File: config.mk
export PLATFORM = sky130hd
export DESIGN_NAME = im_loader
export DESIGN_NICKNAME = d
export VERILOG_FILES = /design/src/rtl/im_loader.sv
export SDC_FILE = /design/constraint.sdc
export NUM_CORES = 1
export LEC_CHECK = 0
export ABC_AREA = 1
export CORE_UTILIZATION = 42
export CTS_BUF_LIST = sky130_fd_sc_hd__clkbuf_16
export CTS_CLUSTER_SIZE = 28
export DETAILED_ROUTE_END_ITERATION = 12
export PLACE_DENSITY_LB_ADDON = 0.1
export SLEW_MARGIN = 20
export SYNTH_ARGS = -nofsm -noshare
export SYNTH_HDL_FRONTEND = slang
export SYNTH_SLANG_ARGS = --single-unit
File: constraint.sdc
create_clock -name CLK -period 1.7 [get_ports CLK]
set_clock_uncertainty 0.2 [all_clocks]
set_input_delay 0.255 -clock CLK [delete_from_list [all_inputs] [get_ports CLK]]
set_output_delay 0.255 -clock CLK [all_outputs]
set_load 0.05 [all_outputs]
File: src/rtl/im_loader.sv
// Byte-stream loader for the instruction memory write port.
// Packs big-endian words, writes them from address 0 and holds the CPU meanwhile.
module im_loader #(
  parameter int WL = 32,
  parameter int AW = 6
) (
  input  logic          CLK,
  input  logic          RST_N,
  input  logic          START,
  input  logic [AW:0]   NWORDS,
  input  logic [7:0]    BYTE_IN,
  input  logic          BYTE_VALID,
  output logic          BYTE_READY,
  output logic          IMWE,
  output logic [AW-1:0] IMWA,
  output logic [WL-1:0] IMWD,
  output logic          CPU_HOLD,
  output logic          DONE
);

  localparam int NB = WL / 8;
  localparam int BW = $clog2(NB + 1);
  localparam logic [AW:0] MAX_N = {1'b1, {AW{1'b0}}};

  typedef enum logic [1:0] {
    IDLE,
    RECV,
    WRITE,
    FIN
  } state_t;

  state_t        state_q, state_d;
  logic [AW:0]   n_q, n_d;
  logic [AW-1:0] addr_q, addr_d;
  logic [BW-1:0] bcnt_q, bcnt_d;
  logic [AW:0]   wcnt_q, wcnt_d;
  logic [WL-1:0] word_q, word_d;
  logic          rdy_q, rdy_d;
  logic          we_q, we_d;
  logic [AW-1:0] wa_q, wa_d;
  logic [WL-1:0] wd_q, wd_d;
  logic          hold_q, hold_d;
  logic          done_q, done_d;

  logic [WL-1:0] nxt_word;
  logic [AW:0]   wcnt_inc;
  logic [AW:0]   n_sel;
  logic          take_start;

  assign nxt_word   = (word_q << 8) | WL'(BYTE_IN);
  assign wcnt_inc   = wcnt_q + 1'b1;
  assign n_sel      = (NWORDS > MAX_N) ? MAX_N : NWORDS;
  assign take_start = START && (state_q == IDLE || state_q == FIN);

  always_ff @(posedge CLK or negedge RST_N) begin
    if (!RST_N) begin
      state_q <= IDLE;
      n_q     <= '0;
      addr_q  <= '0;
      bcnt_q  <= '0;
      wcnt_q  <= '0;
      word_q  <= '0;
      rdy_q   <= 1'b0;
      we_q    <= 1'b0;
      wa_q    <= '0;
      wd_q    <= '0;
      hold_q  <= 1'b0;
      done_q  <= 1'b0;
    end else begin
      state_q <= state_d;
      n_q     <= n_d;
      addr_q  <= addr_d;
      bcnt_q  <= bcnt_d;
      wcnt_q  <= wcnt_d;
      word_q  <= word_d;
      rdy_q   <= rdy_d;
      we_q    <= we_d;
      wa_q    <= wa_d;
      wd_q    <= wd_d;
      hold_q  <= hold_d;
      done_q  <= done_d;
    end
  end

  always_comb begin
    state_d = state_q;
    n_d     = n_q;
    addr_d  = addr_q;
    bcnt_d  = bcnt_q;
    wcnt_d  = wcnt_q;
    word_d  = word_q;
    rdy_d   = rdy_q;
    we_d    = 1'b0;
    wa_d    = wa_q;
    wd_d    = wd_q;
    hold_d  = hold_q;
    done_d  = done_q;

    unique case (state_q)
      IDLE: ;
      RECV: begin
        if (BYTE_VALID && rdy_q) begin
          word_d = nxt_word;
          if (bcnt_q == BW'(NB - 1)) begin
            bcnt_d  = '0;
            state_d = WRITE;
            rdy_d   = 1'b0;
            we_d    = 1'b1;
            wa_d    = addr_q;
            wd_d    = nxt_word;
          end else begin
            bcnt_d = bcnt_q + 1'b1;
          end
        end
      end
      WRITE: begin
        addr_d = addr_q + 1'b1;
        wcnt_d = wcnt_inc;
        if (wcnt_inc == n_q) begin
          state_d = FIN;
          done_d  = 1'b1;
          hold_d  = 1'b0;
        end else begin
          state_d = RECV;
          rdy_d   = 1'b1;
        end
      end
      FIN: begin
        // an empty load enters FIN still holding; release it here
        done_d = 1'b1;
        hold_d = 1'b0;
      end
    endcase

    if (take_start) begin
      n_d     = n_sel;
      addr_d  = '0;
      bcnt_d  = '0;
      wcnt_d  = '0;
      done_d  = 1'b0;
      hold_d  = 1'b1;
      rdy_d   = (n_sel != '0);
      state_d = (n_sel == '0) ? FIN : RECV;
    end
  end

  assign BYTE_READY = rdy_q;
  assign IMWE       = we_q;
  assign IMWA       = wa_q;
  assign IMWD       = wd_q;
  assign CPU_HOLD   = hold_q;
  assign DONE       = done_q;

endmodule

# Word level (Yosys, flattened, before mapping)
# Cells that the tools add are included.
[word_totals] regBits=91 inputBits=19 output_inout_bits=42 wordCells=72
[op_classes] addsub=3 n_lt_le_gt_ge=1 eq_ne=9 mux=29 n_bitwise=1 reduce_logical=17
[ops] cell="$or A32 B8 Y32" count=1
[ops] cell="$mux W7" count=3
[ops] cell="$mux W3" count=4
[ops] cell="$mux W6" count=2
[ops] cell="$ne A3 B3 Y1 const B" count=4
[ops] cell="$mux W1" count=11
[ops] cell="$mux W2" count=5
[ops] cell="$add A7 B1 Y7 const B" count=1
[ops] cell="$eq A7 B7 Y1" count=1
[ops] cell="$gt A7 B7 Y1 const B" count=1
[ops] cell="$logic_not A7 Y1" count=1
[ops] cell="$reduce_bool A7 Y1" count=1
[ops] cell="$add A6 B1 Y6 const B" count=1
[ops] cell="$pmux W1 S2" count=3
[ops] cell="$reduce_and A2 Y1" count=3
[ops] cell="$reduce_and A3 Y1" count=2
[ops] cell="$reduce_bool A2 Y1" count=3
[ops] cell="$reduce_bool A3 Y1" count=2
[ops] cell="$eq A2 B2 Y1 const B" count=2
[ops] cell="$pmux W2 S2" count=1
[ops] cell="$reduce_and A4 Y1" count=1
[ops] cell="$add A3 B1 Y3 const B" count=1
[ops] cell="$eq A3 B2 Y1 const B" count=1
[ops] cell="$eq A2 B1 Y1 const B" count=1
[ops] cell="3 further kinds" count=4

# Longest topological paths before layout
# Gate-level depths: netlist of the first run.
[depth] depth_word=5 ltp_mapped=14

# Worst setup path after synthesis of the first run
# OpenSTA, ideal clock, no wires.
[synth_timing] kind="reg-to-reg" start="reg state_q[0]" end="reg done_q, in the netlist DONE" setup_time_ns=0.119 arrival_time_ns=1.509 t_required_ns=1.381 setup_slack_ns=-0.129 path_stages_with_launch=10 path_cell_list="dfrtp_1 > inv_1 > ha_1 > nand2_2 > inv_2 > nor2_2 > inv_1 > or2_2 > nand3_1 > nand2_1"
[synth_between] elab_chain_len=5 word_cells_on_any_way=10
[synth_lines] item="from (decl)" line_no="32" text="state_t state_q, state_d;"
[synth_lines] item="from (signal assigned)" line_no="70" text="state_q <= state_d;"
[synth_lines] item="$eq A2 B2 Y1 or $logic_not A2 Y1 (tied branches)" line_no="53, 99"
[synth_lines] item="$logic_or A1 B1 Y1" line_no="53" text="assign take_start = START && (state_q == IDLE || state_q == FIN);"
[synth_lines] item="$logic_and A1 B1 Y1" line_no="53"
[synth_lines] item="$ne A3 B3 Y1 (no line) or $reduce_bool A3 Y1 (tied branches)"
[synth_lines] item="$reduce_and A2 Y1 (no line)"
[synth_lines] item="to (signal assigned)" line_no="81" text="done_q <= done_d;"
[synth_lines] item="to (decl)" line_no="43" text="logic done_q, done_d;"
# Several ways; a longest one is shown, not always the timed one.
# A chain may end at the register's enable or synchronous reset.

# Worst setup path in the final report of the first run
[layout_timing] start="reg wcnt_q[1]" end="reg done_q, in the netlist DONE"
[layout_between] elab_chain_len=4
[layout_lines] item="from (decl)" line_no="36" text="logic [AW:0] wcnt_q, wcnt_d;"
[layout_lines] item="from (signal assigned)" line_no="74" text="wcnt_q <= wcnt_d;"
[layout_lines] item="$add A7 B1 Y7" line_no="51" text="assign wcnt_inc = wcnt_q + 1'b1;"
[layout_lines] item="$eq A7 B7 Y1" line_no="119" text="if (wcnt_inc == n_q) begin"
[layout_lines] item="$ne A3 B3 Y1 (no line)"
[layout_lines] item="$reduce_and A2 Y1 (no line)"
# Every way passes these cells.

==> flow_metrics.py, run 1 <==
metrics = {
    "synth": {
        "syn_area_mm2": 0.003846,
        "synth_cell_types": 27,
        "yosysTopAreaCell": "dfrtp_1",
        "synth.most_common_cell": "nand2_1",
        "synth_ff_type": "dfrtp_1",
        "async_reset_ff_frac": 1.000,
        "synth_nets": 471,
        "synth.area.top_cells": "dfrtp_1, nand2_1, inv_1, o21ai_0, ha_1",
        "seq_area_frac_synth": 0.5921,
        "synth_top_area_share": 0.5921,
        "syn_avg_cell_area_um2": 8.624,
        "synth_edf_count": 0,
        "yosys_warnings": 0,
        "synth_seq_cells": 91,
        "netlist_instances": 446,
        "ys_top_cells_by_count": "nand2_1, dfrtp_1, inv_1",
    },
    "final_layout": {
        "drive_gt1_frac": 0.3011,
        "insertedDiodeCount": 0,
        "final_nets": 570,
        "areaGrowthSynthToFinish_pct": 51.72,
        "n_fill_cell": 676,
    },
    "placement": {
        "dp_hpwl_um": 6097,
        "place_congestion": 0.7826,
        "pre_cts_slack_ps": -193.6,
        "io_buffers": 60,
    },
    "floorplan": {
        "rows": 34,
        "fp.dieH_um": 97.70,
        "core_area_mm2": 0.008806,
        "die_x_um": 97.70,
        "start_util": 0.4368,
        "die_area_mm2": 0.009544,
        "ios": 61,
    },
    "setup_path": {
        "slowest_stage": "dfrtp_1",
        "cp_max_fo": 2,
        "arrival_ps": 1810,
        "worstSetupPathType": "flip-flop to flip-flop",
        "critPathMostFrequentCell": "nand2_1",
        "slowest_delay_ps": 410,
        "start_kind": "flip-flop",
        "required_ps": 1710,
        "path_cells": "ha_4, xnor2_2, nand2_1, nor2_1, nand2_1, nor2_2, nand2_1, nand2_2, nand2_2, nand2_1, nand2_1",
        "critPathCaptureType": "flip-flop",
        "crit_family": "simple AND/OR/NAND/NOR gates",
        "crit_buf_inv": 0,
    },
    "drt": {
        "viasPerCell": 4.828,
        "antenna_left": 0,
        "vias": 3167,
        "drt_iter0_markers": 131,
        "wl_per_cell_um": 13.72,
        "drt-pass1-iter-count": 8,
        "drc": 6,
        "drt_wl_total_um": 9000,
    },
    "clock_tree": {
        "htreeDepth": 3,
        "clk_pin_slew_ps": 60,
        "clock_path_buffers": 2,
        "clk_latency_ps": 330,
        "cts_made_buffers": 9,
        "cts.root.buffer_cell": "clkbuf_16",
        "cts_tree": "done",
        "clock-sinks": 91,
    },
    "sta": {
        "setup_violations": 14,
        "fin_setup_tns_ps": -411.8,
        "post-route-period-util": 1.057,
        "setup_ws_ps": -97.71,
        "relSlewSlack": 0.8093,
        "tightest_slew_ps": 283.8,
        "rsz0062_at_grt": "true",
        "drv_slew": 0,
        "hold_viol_final": 0,
        "fmax_mhz": 556.3,
        "final.min_clock_period_ps": 1798,
    },
    "global_route": {
        "grt_pass1_wl_um": 15150,
        "grt_overflow": 0,
        "antenna_found_initial": 0,
        "grt_use_total": 0.1982,
        "grt_max_degree": 50,
        "grt_pass1_vias": 3294,
    },
    "power_and_ir_drop": {
        "p_leak_nw": 2.922,
        "pwr_density_cell_mw_per_mm2": 1468,
        "peakVddDrop_uv": 791.6,
        "finalPower_w": 0.008565,
    },
    "flow_run": {
        "maxCapViolCount": 0,
    },
    "run_status": {
        "run_status": "finished with violations",
        "violations": "design-rule violations, negative setup slack",
    },
    "min_path": {
        "min_path_type": "primary input to async pin",
    },
}
cell usage in the layout, fill, tap and decap left out, types with 4 or more instances in the layout:
cell             instances
dfrtp_1                 88
o21ai_1                  5
nor2_2                   4
buf_6                    5
inv_2                    7
inv_1                   28
nor3_1                   5
nand2_1                183
nor2_4                   6
clkbuf_16               11
a21oi_1                  6
o21ai_0                 16
clkdlybuf4s50_1         17
nor2_1                   9
buf_4                   32
nand3_1                 12
nand2_4                  5
nand2_2                 28
buf_12                  46
o22ai_1                  5
worst reg2reg max path, stage by stage (launching register included):
cell     delay (ps)
dfrtp_1         410
ha_4            290
xnor2_2         100
nand2_1          60
nor2_1          120
nand2_1          80
nor2_2          120
nand2_1          70
nand2_2          80
nand2_2          60
nand2_1          50
nand2_1          50
what timing repair did:
item | CTS | global route
gates cloned | 0 | 2
pin swaps | 6 | 15
setup buffers | 2 | 4
hold buffers | 1 | 0
endpoints found under the hold margin | 91 | 0
resized for setup | 13 | 59
endpoints found under the setup margin | 14 | 81
state kept, by name, indices dropped and copies added (netlist names), 2 cells and up:
name     flops
IMWA         6
n_q          7
wcnt_q       7
addr_q       6
word_q      24
IMWD        32
bcnt_q       3
state_q      2
final timing paths:
kind	depth (start not counted)	slack (ps)	startpoint	endpoint
worst max register to register	11	-100	wcnt_q[1]$_DFFE_PN0P_	DONE$_DFFE_PN0P_
worst min register to register	2	270	word_q[19]$_DFFE_PN0P_	word_q[19]$_DFFE_PN0P_
worst max-delay path	11	-100	wcnt_q[1]$_DFFE_PN0P_	DONE$_DFFE_PN0P_
worst min-delay path	2	140	RST_N	wcnt_q[6]$_DFFE_PN0P_
max in group asynchronous	3	620	RST_N	n_q[2]$_DFFE_PN0P_
min in group CLK	2	270	word_q[19]$_DFFE_PN0P_	word_q[19]$_DFFE_PN0P_
power by group:
group          internal [W]  switching (W)  leakage, nW
Sequential          0.00274       0.000516         1.20
Clock              0.000956       0.000775        0.123
Combinational       0.00171        0.00187         1.60
cell type report:
class	instances	area [µm²]	area share
tap	108	135.1	0.02316
sequential	91	2281	0.3909
multi-input combinational	304	1582	0.2710
inverter	36	141.4	0.02423
timing repair buffer	103	1448	0.2481
clock inverter	5	23.77	0.004074
clock buffer	9	225.2	0.03859
per-stage QoR:
stage / area, µm² / utilization / cells / hold slack, ps
finish: 5836 / 0.6627 / 656 / 135.0
global route: 5836 / 0.6627 / 656 / 153.2
CTS: 5573 / 0.6329 / 650 / 135.8
detailed placement: 5248 / 0.5959 / 633 / -55.78
global placement: 5248 / 0.5959 / 633 / -55.53
floorplan: 3877 / - / 446 / -240.6
per-layer routing:
layer  up-vias  track usage  share of wire
li1       1579            -              -
met1      1530       0.2542           0.44
met2        53       0.3344           0.51
met3         5      0.04532          0.041
met4         0      0.05828         0.0089
met5         -            0              0
kinds of logic after synthesis:
kind of cell / share of synthesized area
and+or+nand+nor: 0.2690
DFF: 0.5921
buffers and inverters: 0.05497
AOI/OAI and AO/OA: 0.05986
adders and majority gates: 0.01952
xor gates and xnor gates: 0.004555
Note: power is estimated with default switching activity, not from simulation.
==> inputs of run 2 (changes only) <==
- TNS_END_PERCENT: not set -> 1
==> flow_metrics.py, run 2 (synthesized netlist as in run 1, its figures left out) <==
metrics = {
    "sta": {
        "timing.hold.ws_ps": 229.6,
        "final.min_clock_period_ps": 1788,
        "setup_ws_ps": -88.27,
        "fin_setup_tns_ps": -286.7,
        "post-route-period-util": 1.052,
        "tightest_slew_ps": 493.2,
        "relSlewSlack": 0.6712,
        "drv_slew": 0,
        "fmax_mhz": 559.2,
        "setup_violations": 4,
        "rsz0062_at_grt": "true",
        "hold_viol_final": 0,
    },
    "min_path": {
        "min_path_type": "primary input to async pin",
    },
    "floorplan": {
        "die_x_um": 97.70,
        "ios": 61,
        "fp.dieH_um": 97.70,
        "core_area_mm2": 0.008806,
        "start_util": 0.4368,
        "rows": 34,
        "die_area_mm2": 0.009544,
    },
    "final_layout": {
        "layout_commonest_cell": "nand2_1",
        "final_nets": 567,
        "layout_common_cells": "nand2_1, dfrtp_1, buf_12, buf_4, inv_1",
        "insertedDiodeCount": 0,
        "regArea_mm2": 0.002278,
        "drive_gt1_frac": 0.2418,
        "multi_input_area_mm2": 0.001450,
        "n_fill_cell": 702,
        "design_area_mm2": 0.005699,
        "areaGrowthSynthToFinish_pct": 48.18,
        "largest_reg_flops": 32,
    },
    "setup_path": {
        "r2r-start": "wcnt_q[0]$_DFFE_PN0P_",
        "start_kind": "flip-flop",
        "worstSetupPathType": "flip-flop to flip-flop",
        "reg2reg_to": "CPU_HOLD$_DFFE_PN0P_",
        "required_ps": 1730,
        "r2r_slack_ps": -90,
        "critPathCaptureType": "flip-flop",
        "ff2ff_path_depth": 11,
        "cp_max_fo": 2,
        "arrival_ps": 1810,
    },
    "clock_tree": {
        "clock-sinks": 91,
        "cts_made_buffers": 9,
        "clk_pin_slew_ps": 60,
        "clock_path_buffers": 2,
        "cts_tree": "done",
        "clk_latency_ps": 330,
        "cts.root.buffer_cell": "clkbuf_16",
        "htreeDepth": 3,
    },
    "drt": {
        "vias": 3168,
        "drt_wl_total_um": 8515,
        "antenna_left": 0,
        "wl_per_cell_um": 13.02,
        "drc": 10,
        "drt-pass1-iter-count": 9,
        "drt_iter0_markers": 153,
        "viasPerCell": 4.844,
    },
    "global_route": {
        "antenna_found_initial": 0,
        "grt_overflow": 0,
        "grt_max_degree": 38,
        "grt_pass1_vias": 3219,
        "grt_pass1_wl_um": 14740,
        "grt_use_total": 0.1963,
    },
    "run_status": {
        "violations": "design-rule violations, negative setup slack",
        "run_status": "finished with violations",
    },
    "power_and_ir_drop": {
        "peakVddDrop_uv": 684.0,
        "pwr_density_cell_mw_per_mm2": 1526,
        "p_leak_nw": 2.881,
        "finalPower_w": 0.008699,
    },
    "placement": {
        "pre_cts_slack_ps": -134.7,
        "dp_hpwl_um": 5936,
        "io_buffers": 60,
        "place_congestion": 0.8214,
        "placed_area_mm2": 0.005258,
    },
    "flow_run": {
        "maxCapViolCount": 0,
    },
}
==> run 2: cell types whose count changed in the layout (fill, tap and decap cells not counted), sizes merged <==
cell,change
clkinvlp,+1
clkinv,-2
buf,-1
bufinv,+2
clkbuf,-2
==> run 2: metal layers <==
layer | wire (µm) | global-route usage | share of wire | up-vias
met5 | 0 | 0 | 0 | -
met2 | 4084 | 0.3197 | 0.48 | 62
met4 | 150 | 0.07459 | 0.018 | 0
met3 | 342 | 0.03813 | 0.040 | 13
li1 | - | - | - | 1578
met1 | 3937 | 0.2599 | 0.46 | 1515
==> run 2: worst max path at each step <==
| stage | to | from | cells after the start |
|---|---|---|---|
| 4_1_cts | CPU_HOLD$_DFFE_PN0P_ | wcnt_q[0]$_DFFE_PN0P_ | 14 |
| 5_1_grt | CPU_HOLD$_DFFE_PN0P_ | wcnt_q[0]$_DFFE_PN0P_ | 14 |
| 3_3_place_gp | BYTE_READY$_DFFE_PN0P_ | START | 7 |
| 2_1_floorplan | CPU_HOLD$_DFFE_PN0P_ | state_q[1]$_DFFE_PN0P_ | 9 |
| 6_report | CPU_HOLD$_DFFE_PN0P_ | wcnt_q[0]$_DFFE_PN0P_ | 11 |
| 3_5_place_dp | state_q[1]$_DFFE_PN0P_ | START | 8 |
==> run 2: layout make-up <==
cell class                      instances  share of cell area
Multi-Input combinational cell        304              0.2544
Tap cell                              108             0.02371
Sequential cell                        91              0.3998
Clock buffer                            9             0.03952
Timing Repair Buffer                  100              0.2419
Clock inverter                          6             0.01603
Inverter                               36             0.02459
==> run 2: worst max-delay path: stages, from the launching register on <==
cell	delay, ps
dfrtp_1	410
ha_4	290
xnor2_2	100
nand2_1	70
nor2_2	120
nand2_1	70
nor2_2	120
nand2_1	70
nand2_2	80
nand2_2	60
nand2_1	50
nand2_1	40
==> run 2: timing repair <==
item                                   CTS  global route
buffers inserted                         2             1
gates resized for setup                 13            17
hold buffers                             1             0
setup endpoints to repair               45            81
endpoints found under the hold margin   33             0
pin swaps                                4             8
==> run 2: stage by stage <==
step	util	instances
after CTS	0.6425	653
after global routing	0.6472	654
final	0.6472	654
after global placement	0.5970	635
after floorplan	-	446
after detailed placement	0.5970	635
==> run 2: power by group <==
group | switching [W] | internal, W
clock | 0.000827 | 0.00128
combinational | 0.00177 | 0.00160
sequential | 0.000487 | 0.00273
==> inputs of run 3 (changes only) <==
- CORE_UTILIZATION: 42 -> 36
==> flow_metrics.py, run 3 (synthesized netlist as in run 1, its figures left out) <==
metrics = {
    "run_status": {
        "run_status": "finished with violations",
        "violations": "negative setup slack",
    },
    "sta": {
        "tightest_slew_ps": 442.0,
        "final.min_clock_period_ps": 1787,
        "fmax_mhz": 559.5,
        "relSlewSlack": 0.7053,
        "rsz0062_at_grt": "true",
        "fin_setup_tns_ps": -298.5,
        "post-route-period-util": 1.051,
        "setup_violations": 4,
        "drv_slew": 0,
        "hold_viol_final": 0,
        "setup_ws_ps": -87.39,
    },
    "floorplan": {
        "fp.dieH_um": 105.4,
        "start_util": 0.3726,
        "core_area_mm2": 0.01032,
        "rows": 37,
        "die_area_mm2": 0.01110,
        "ios": 61,
        "die_x_um": 105.4,
    },
    "clock_tree": {
        "htreeDepth": 3,
        "cts_tree": "done",
        "clk_latency_ps": 330,
        "clk_pin_slew_ps": 70,
        "cts_made_buffers": 9,
        "cts.root.buffer_cell": "clkbuf_16",
        "clock-sinks": 91,
        "clock_path_buffers": 2,
    },
    "final_layout": {
        "regArea_mm2": 0.002278,
        "fin_cells": 692,
        "layout_commonest_cell": "nand2_1",
        "insertedDiodeCount": 0,
        "final_nets": 576,
        "layout_common_cells": "nand2_1, dfrtp_1, buf_12, buf_4, inv_1",
        "n_fill_cell": 937,
        "areaGrowthSynthToFinish_pct": 52.90,
        "largest_reg_flops": 32,
        "multi_input_area_mm2": 0.001473,
        "drive_gt1_frac": 0.2608,
        "design_area_mm2": 0.005881,
    },
    "power_and_ir_drop": {
        "power_frac_comb": 0.389,
        "p_int_w": 0.005831,
        "pwr_density_cell_mw_per_mm2": 1521,
        "p_leak_nw": 2.985,
        "switching_share": 0.3482,
        "peakVddDrop_uv": 653.8,
        "pwr-share-seq": 0.358,
        "power_switching_w": 0.003114,
        "p_clk_frac": 0.253,
    },
    "drt": {
        "vias": 3153,
        "drt_wl_total_um": 8963,
        "viasPerCell": 4.556,
        "drc": 0,
        "drt_iter0_markers": 122,
        "antenna_left": 0,
        "drt-pass1-iter-count": 4,
        "wl_per_cell_um": 12.95,
    },
    "placement": {
        "dp_cells": 672,
        "pre_cts_slack_ps": -209.5,
        "io_buffers": 60,
        "placed_area_mm2": 0.005385,
        "dp_hpwl_um": 6611,
        "place_congestion": 0.8195,
    },
    "setup_path": {
        "r2r_slack_ps": -90,
        "reg2reg_to": "CPU_HOLD$_DFFE_PN0P_",
        "cp_max_fo": 3,
        "r2r-start": "wcnt_q[0]$_DFFE_PN0P_",
        "ff2ff_path_depth": 14,
        "required_ps": 1730,
        "worstSetupPathType": "flip-flop to flip-flop",
        "critPathCaptureType": "flip-flop",
        "start_kind": "flip-flop",
        "arrival_ps": 1810,
    },
    "global_route": {
        "grt_max_degree": 32,
        "antenna_found_initial": 0,
        "grt_pass1_wl_um": 15280,
        "grt_pass1_vias": 3264,
        "grt_overflow": 0,
        "grt_use_total": 0.1744,
    },
    "flow_run": {
        "maxCapViolCount": 0,
    },
    "min_path": {
        "min_path_type": "primary input to async pin",
    },
}
run 3: cell types whose count changed in the layout (fill, tap and decap cells not counted), sizes merged:
cell	delta
buf	+9
clkinvlp	-2
inv	+2
bufinv	+1
run 3: cell type report:
type                       count  share of cell area
sequential                    91              0.3874
tap                          136             0.02894
clock buffer                   9             0.03830
timing repair buffer         109              0.2513
multi-input combinational    304              0.2504
inverter                      36             0.02383
clock inverter                 7             0.01979
run 3: worst max-delay path, cell delays in order (launching register included):
cell	delay [ps]
dfrtp_1	390
ha_4	170
nand2_4	60
nor2_4	110
inv_1	80
nand2_2	70
nand2_1	50
nand2_1	60
nand2_1	80
nor2_2	100
nand2_1	70
nand2_2	80
nand2_2	60
nand2_1	50
nand2_1	40
run 3: stage by stage:
step | utilization | hold WS (ps) | total power, W
after floorplan | - | -240.6 | 0.004929
after global placement | 0.5216 | 29.97 | 0.006495
after detailed placement | 0.5216 | 31.72 | 0.006558
after CTS | 0.5644 | 217.9 | 0.008957
after global routing | 0.5696 | 251.4 | 0.009460
final | 0.5696 | 212.3 | 0.008945
run 3: worst max-delay path by stage:
stage / start / endpoint / slack [ps] / cells after the start
floorplan: state_q[1]$_DFFE_PN0P_ / CPU_HOLD$_DFFE_PN0P_ / -20 / 9
global placement: BYTE_VALID / IMWD[2]$_DFFE_PN0P_ / -180 / 9
detailed placement: BYTE_VALID / word_q[23]$_DFFE_PN0P_ / -210 / 7
CTS: wcnt_q[1]$_DFFE_PN0P_ / CPU_HOLD$_DFFE_PN0P_ / -80 / 13
global route: wcnt_q[0]$_DFFE_PN0P_ / CPU_HOLD$_DFFE_PN0P_ / -200 / 14
finish: wcnt_q[0]$_DFFE_PN0P_ / CPU_HOLD$_DFFE_PN0P_ / -90 / 14
run 3: power by group through the flow:
stage	Clock (W)	Combinational (W)	Sequential (W)
after floorplan	0	0.00137	0.00356
after global placement	0	0.00328	0.00322
after detailed placement	0	0.00333	0.00323
after CTS	0.00230	0.00345	0.00321
after global routing	0.00238	0.00379	0.00329
final	0.00226	0.00348	0.00320
run 3: routing by layer:
layer | track usage | up-vias | part of all wire
met5 | 0 | - | 0
met4 | 0.05433 | 0 | 0.013
met3 | 0.03340 | 11 | 0.030
met2 | 0.2918 | 48 | 0.49
met1 | 0.2283 | 1504 | 0.47
li1 | - | 1590 | -
run 3: timing repair:
action	in CTS	in global routing
buffers inserted	3	0
hold buffers	1	0
resized for setup	17	18
setup endpoints to repair	57	75
hold endpoints to repair	28	0
pin swaps	3	2
==> RTL change 1, RTL diff (config.mk and constraints of run 1) <==
Change the parameter `AW` from 6 to 5.
--- a/src/rtl/im_loader.sv
+++ b/src/rtl/im_loader.sv
@@ -3,5 +3,5 @@
 module im_loader #(
   parameter int WL = 32,
-  parameter int AW = 6
+  parameter int AW = 5
 ) (
   input  logic          CLK,
Interface: changed (resized IMWA and NWORDS); port bits go from 61 to 59. No check against the original RTL was run, so the function may have changed too.
==> RTL change 1 against run 1 <==
The run ends with negative setup slack left; highest routed layer unchanged; clock power increased by 12%; worst setup slack got worse by 8.1 ps; wire length fell by 4.1%; sequential cell count decreased by 4; total power is 11% higher; critical path type unchanged; via count down 8.4%; area after synthesis down 4.6%; design area down 0.90%; largest power group unchanged; non-clock buffer count up 2.
==> RTL change 1: results (changes against run 1) <==
OUTCOME='finished, violations left'
VIOLATIONS='negative setup slack'
ENDPOINT_OF_THE_MOST_CRITICAL_SETUP_PATH='IMWD[10]$_DFFE_PN0P_'
TIGHTESTPINTRANSITION_PS=288  # +4.53 ps
YOSYS-TOP-CELLS-COUNT='87 x sky130_fd_sc_hd__dfrtp_1, 83 x sky130_fd_sc_hd__nand2_1, 30 x sky130_fd_sc_hd__inv_1'
FIRSTDRTPASSITERS=4  # -4
POWER.LEAKAGE_nW=2.72  # -7.0%
WORST-R2R-CELL-COUNT=7  # -4
HOLD-WORST-SLACK_PS=250  # +115 ps
TRACK_USAGE_PCT=18.9  # -0.96 points
CELLS_AFTER_DPL=546  # -14%
SETUP_VIOLATIONS=30  # +16
GRT_PASS1_WL_UM=13200  # -13%
CRIT-REG2REG-CAPTURE='IMWD[10]$_DFFE_PN0P_'
MAX_RAIL_DROP_VDD_V=0.000661  # -16%
RR_STARTPOINT='state_q[1]$_DFFE_PN0P_'
FINALNETCOUNT=494  # -13%
FINALWORSTSETUPSLACK_PS=-106  # -8.13 ps
FIRST_GLOBAL_VIAS=2767  # -16%
FINALSETUPTNS_PS=-2250  # -1840 ps
POST_SYNTH_NUM_CELL_TYPES=30  # +11%
LARGEST_NET_DEGREE_AT_THE_START_OF_GLOBAL_ROUTING=46  # -8.0%
DRIVE_ABOVE_1_SHARE_PCT=37.1  # +6.9 points
MAPPEDNETLISTNETS=389  # -17%
WL_PER_CELL_UM=14.9  # +8.5%
WIRELENGTH_UM=8630  # -4.1%
P_SW_SHARE_PCT=39.1  # +2.2 points
SYNTH_CELLS=365  # -18%
DR.FIRST_ITER.DRC_COUNT=141  # +7.6%
DP.FINAL_HPWL_UM=5280  # -13%
WORST_SETUP_TIMING_SLACK_AT_THE_PLACEMENT_STAGE_PS=-227  # -33.5 ps
CRITPATHMAXFANOUT=5  # +3
VIAS=2901  # -8.4%
FINALWEIGHTEDCONGESTION=0.856  # +9.3%
YOSYSSEQAREASHARE_PCT=59.3  # +0.14 points
-- RTL change 1: layer usage --
metal	global-route usage [%]	share of wire [%]	vias up	routed length (µm)
met5	0	0	-	0
met4	5.85	0.90	0	78
met3	3.03	4.0	8	345
met2	28.6	49	72	4260
met1	27.7	46	1409	3950
li1	-	-	1412	-
-- RTL change 1: kinds of logic (layout without fill, tap and decap cells) --
group,Yosys count,in the layout,synth area share (%)
AO/OA/AOI/OAI,56,56,8.19
adder cells (fa/ha/maj),6,6,2.05
buffers and inverters,48,158,5.66
flip-flops,87,87,59.3
multiplexers,25,25,7.67
AND/OR/NAND/NOR,143,143,17.1
-- RTL change 1: worst max-delay path, cell delays in order (launching register included) --
cell and delay, ps:
sky130_fd_sc_hd__dfrtp_2 440, sky130_fd_sc_hd__inv_2 70, sky130_fd_sc_hd__ha_4 130, sky130_fd_sc_hd__nand3_4 90, sky130_fd_sc_hd__nor2_4 130, sky130_fd_sc_hd__buf_6 160
sky130_fd_sc_hd__clkbuf_16 160, sky130_fd_sc_hd__mux2_4 290
-- RTL change 1: power groups by stage --
stage	sequential [mW]	clock, mW	combinational [mW]
6_report	3.32	1.93	4.30
5_1_grt	3.39	2.05	4.67
4_1_cts	3.29	1.96	4.11
3_5_place_dp	3.29	0	3.96
3_3_place_gp	3.26	0	3.88
2_1_floorplan	3.85	0	1.49
-- RTL change 1: area by class of cell --
cell class	count	area share, %
flip-flops and latches	87	37.7
repair buffers	105	26.5
well taps	105	2.27
inverters	37	2.66
clock buffers	9	3.89
clock inverters	7	1.23
multi-input cells	230	25.7
-- RTL change 1: what timing repair did --
item	in CTS	in global routing
setup endpoints to repair	53	60
setup buffers	2	7
gates cloned	0	8
hold buffers	1	0
endpoints found under the hold margin	87	0
gates resized for setup	15	37
pin swaps	4	7
==> RTL change 2, RTL diff (flow settings as in run 1) <==
Made on the original files. `wd_q` no longer has a reset.
--- a/src/rtl/im_loader.sv
+++ b/src/rtl/im_loader.sv
@@ -64,5 +64,4 @@
       we_q    <= 1'b0;
       wa_q    <= '0;
-      wd_q    <= '0;
       hold_q  <= 1'b0;
       done_q  <= 1'b0;
@@ -77,8 +76,11 @@
       we_q    <= we_d;
       wa_q    <= wa_d;
-      wd_q    <= wd_d;
       hold_q  <= hold_d;
       done_q  <= done_d;
     end
+  end
+
+  always_ff @(posedge CLK) begin
+    wd_q <= wd_d;
   end
 
Behaviour: differs if RST_N is asserted again (counterexample within 10 cycles, from zero or initial values and one cycle with RST_N low); with RST_N held inactive, the same outputs for 10 cycles.
==> RTL change 2 against run 1 <==
The flow finishes with violations (negative setup slack); total power down 4.2%; first-iteration DRC count decreased by 5.3%; worst setup slack got worse by 38 ps; area after synthesis fell by 7.4%; wire length is 16% lower; sequential cell count stayed put; design area down 8.5%; non-clock buffer count is 4 higher; largest power group is now registers.
==> RTL change 2: results (changes against run 1) <==
CELLS_AFTER_DPL=532  # -16%
SYNTH-ASYNC-RESET-RATIO_PCT=64.8  # -35 points
DR.FIRST_ITER.DRC_COUNT=124  # -5.3%
VIOLATIONS='negative setup slack'
RR_STARTPOINT='state_q[0]$_DFFE_PN0P_'
SEQ_AREA_SHARE_PCT=45.7  # +6.6 points
FINAL-NONCLK-BUF-SHARE_PCT=20.5  # -4.3 points
NONCLOCKINVERTERCOUNT=37  # +2.8%
NUMBER_OF_SYNTHESIZED_FLOPS_WITH_AN_ENABLE_PIN=32  # +32
SYNTH.AVG_CELL_AREA_UM2=10.4  # +20%
POST_SYNTH_NUM_CELL_TYPES=25  # -7.4%
WORST_SETUP_TIMING_SLACK_AT_THE_PLACEMENT_STAGE_PS=-205  # -11.5 ps
VIAS_PER_CELL=4.83  # about the same
SLEW_HEADROOM_PCT=77.4  # -3.5 points
FINALSETUPTNS_PS=-4960  # -4550 ps
WIRELENGTH_UM=7570  # -16%
P_SW_SHARE_PCT=34.6  # -2.3 points
CLKCELL_SHARE_PCT=5.34  # +1.1 points
ENDPOINT_OF_THE_MOST_CRITICAL_SETUP_PATH='word_q[16]$_DFFE_PN0P_'
LAYOUT.FILLER_CELLS=611  # -9.6%
SETUP_VIOLATIONS=61  # +47
TIMING.CRITICAL_PATH.FROM='state_q[0]$_DFFE_PN0P_'
FIRSTDRTPASSITERS=4  # -4
HOLD-WORST-SLACK_PS=242  # +107 ps
LARGEST_NET_DEGREE_AT_THE_START_OF_GLOBAL_ROUTING=60  # +20%
TRACK_USAGE_PCT=17.3  # -2.6 points
MULTI_INPUT_COMB_AREA_UM2=1230  # -22%
DIE_AREA_UM2=8860  # -7.2%
POWER.LEAKAGE_nW=2.44  # -16%
FINAL.SIGNAL_BUFFER_COUNT=107  # +3.9%
FIRST_GLOBAL_VIAS=2503  # -24%
CRITPATHTOPFAMILY='buffers and inverters'
DP.FINAL_HPWL_UM=4720  # -23%
FINALNETCOUNT=480  # -16%
POST_DP_CELL_AREA_UM2=4580  # -13%
GRT_PASS1_WL_UM=11600  # -23%
DRIVE_ABOVE_1_SHARE_PCT=36.7  # +6.6 points
FINALWORSTSETUPSLACK_PS=-136  # -38.4 ps
NETLIST_TOP_CELLS_AREA='sky130_fd_sc_hd__dfrtp_1 41%, sky130_fd_sc_hd__edfxtp_1 27%, sky130_fd_sc_hd__nand2_1 13%'
YOSYSSEQAREASHARE_PCT=68.4  # +9.2 points
CRITPATHMAXFANOUT=6  # +4
OUTCOME='finished, violations left'
YOSYS-TOP-CELLS-COUNT='121 x sky130_fd_sc_hd__nand2_1, 59 x sky130_fd_sc_hd__dfrtp_1, 36 x sky130_fd_sc_hd__inv_1'
RTL change 2: changes by cell type in the layout (fill, tap and decap cells not counted), moves of 3 or more:
| cell | before | now |
|---|---|---|
| sky130_fd_sc_hd__nand2_4 | 5 | 13 |
| sky130_fd_sc_hd__dfrtp_1 | 88 | 57 |
| sky130_fd_sc_hd__buf_4 | 32 | 65 |
| sky130_fd_sc_hd__nand2_1 | 183 | 92 |
| sky130_fd_sc_hd__edfxtp_1 | 0 | 32 |
| sky130_fd_sc_hd__inv_2 | 7 | 4 |
| sky130_fd_sc_hd__nand2_2 | 28 | 18 |
| sky130_fd_sc_hd__buf_12 | 46 | 13 |
RTL change 2: cell families (layout without fill, tap and decap cells):
logic type,count (synthesis),after routing,share of synthesized area (%)
AND/OR/NAND/NOR,162,162,18.4
flip-flops,91,91,68.4
buffers and inverters,44,160,4.67
AO/OA/AOI/OAI,39,39,5.97
adder cells (fa/ha/maj),6,6,2.11
XOR/XNOR,2,2,0.492
RTL change 2: routing by layer:
metal	part of all wire, %	GRT usage, %	vias up
li1	-	-	1328
met1	44	22.6	1326
met2	50	26.7	65
met3	4.2	4.61	10
met4	1.6	8.08	0
met5	0	0	-
RTL change 2: what timing repair did:
action                                 4_1_cts  5_1_grt
cloned                                       0        5
endpoints found under the hold margin       59        0
pin swaps                                    4        7
gates resized for setup                      8       74
hold buffers                                 1        0
setup endpoints to repair                   44       76
setup buffers                                3        9
RTL change 2: power groups by stage:
stage / Clock (mW) / Combinational [mW] / Sequential (mW)
finish: 1.90 / 3.00 / 3.30
global route: 2.03 / 3.29 / 3.36
floorplan: 0 / 1.19 / 3.33
detailed placement: 0 / 2.37 / 3.24
global placement: 0 / 2.32 / 3.23
CTS: 1.93 / 2.44 / 3.21
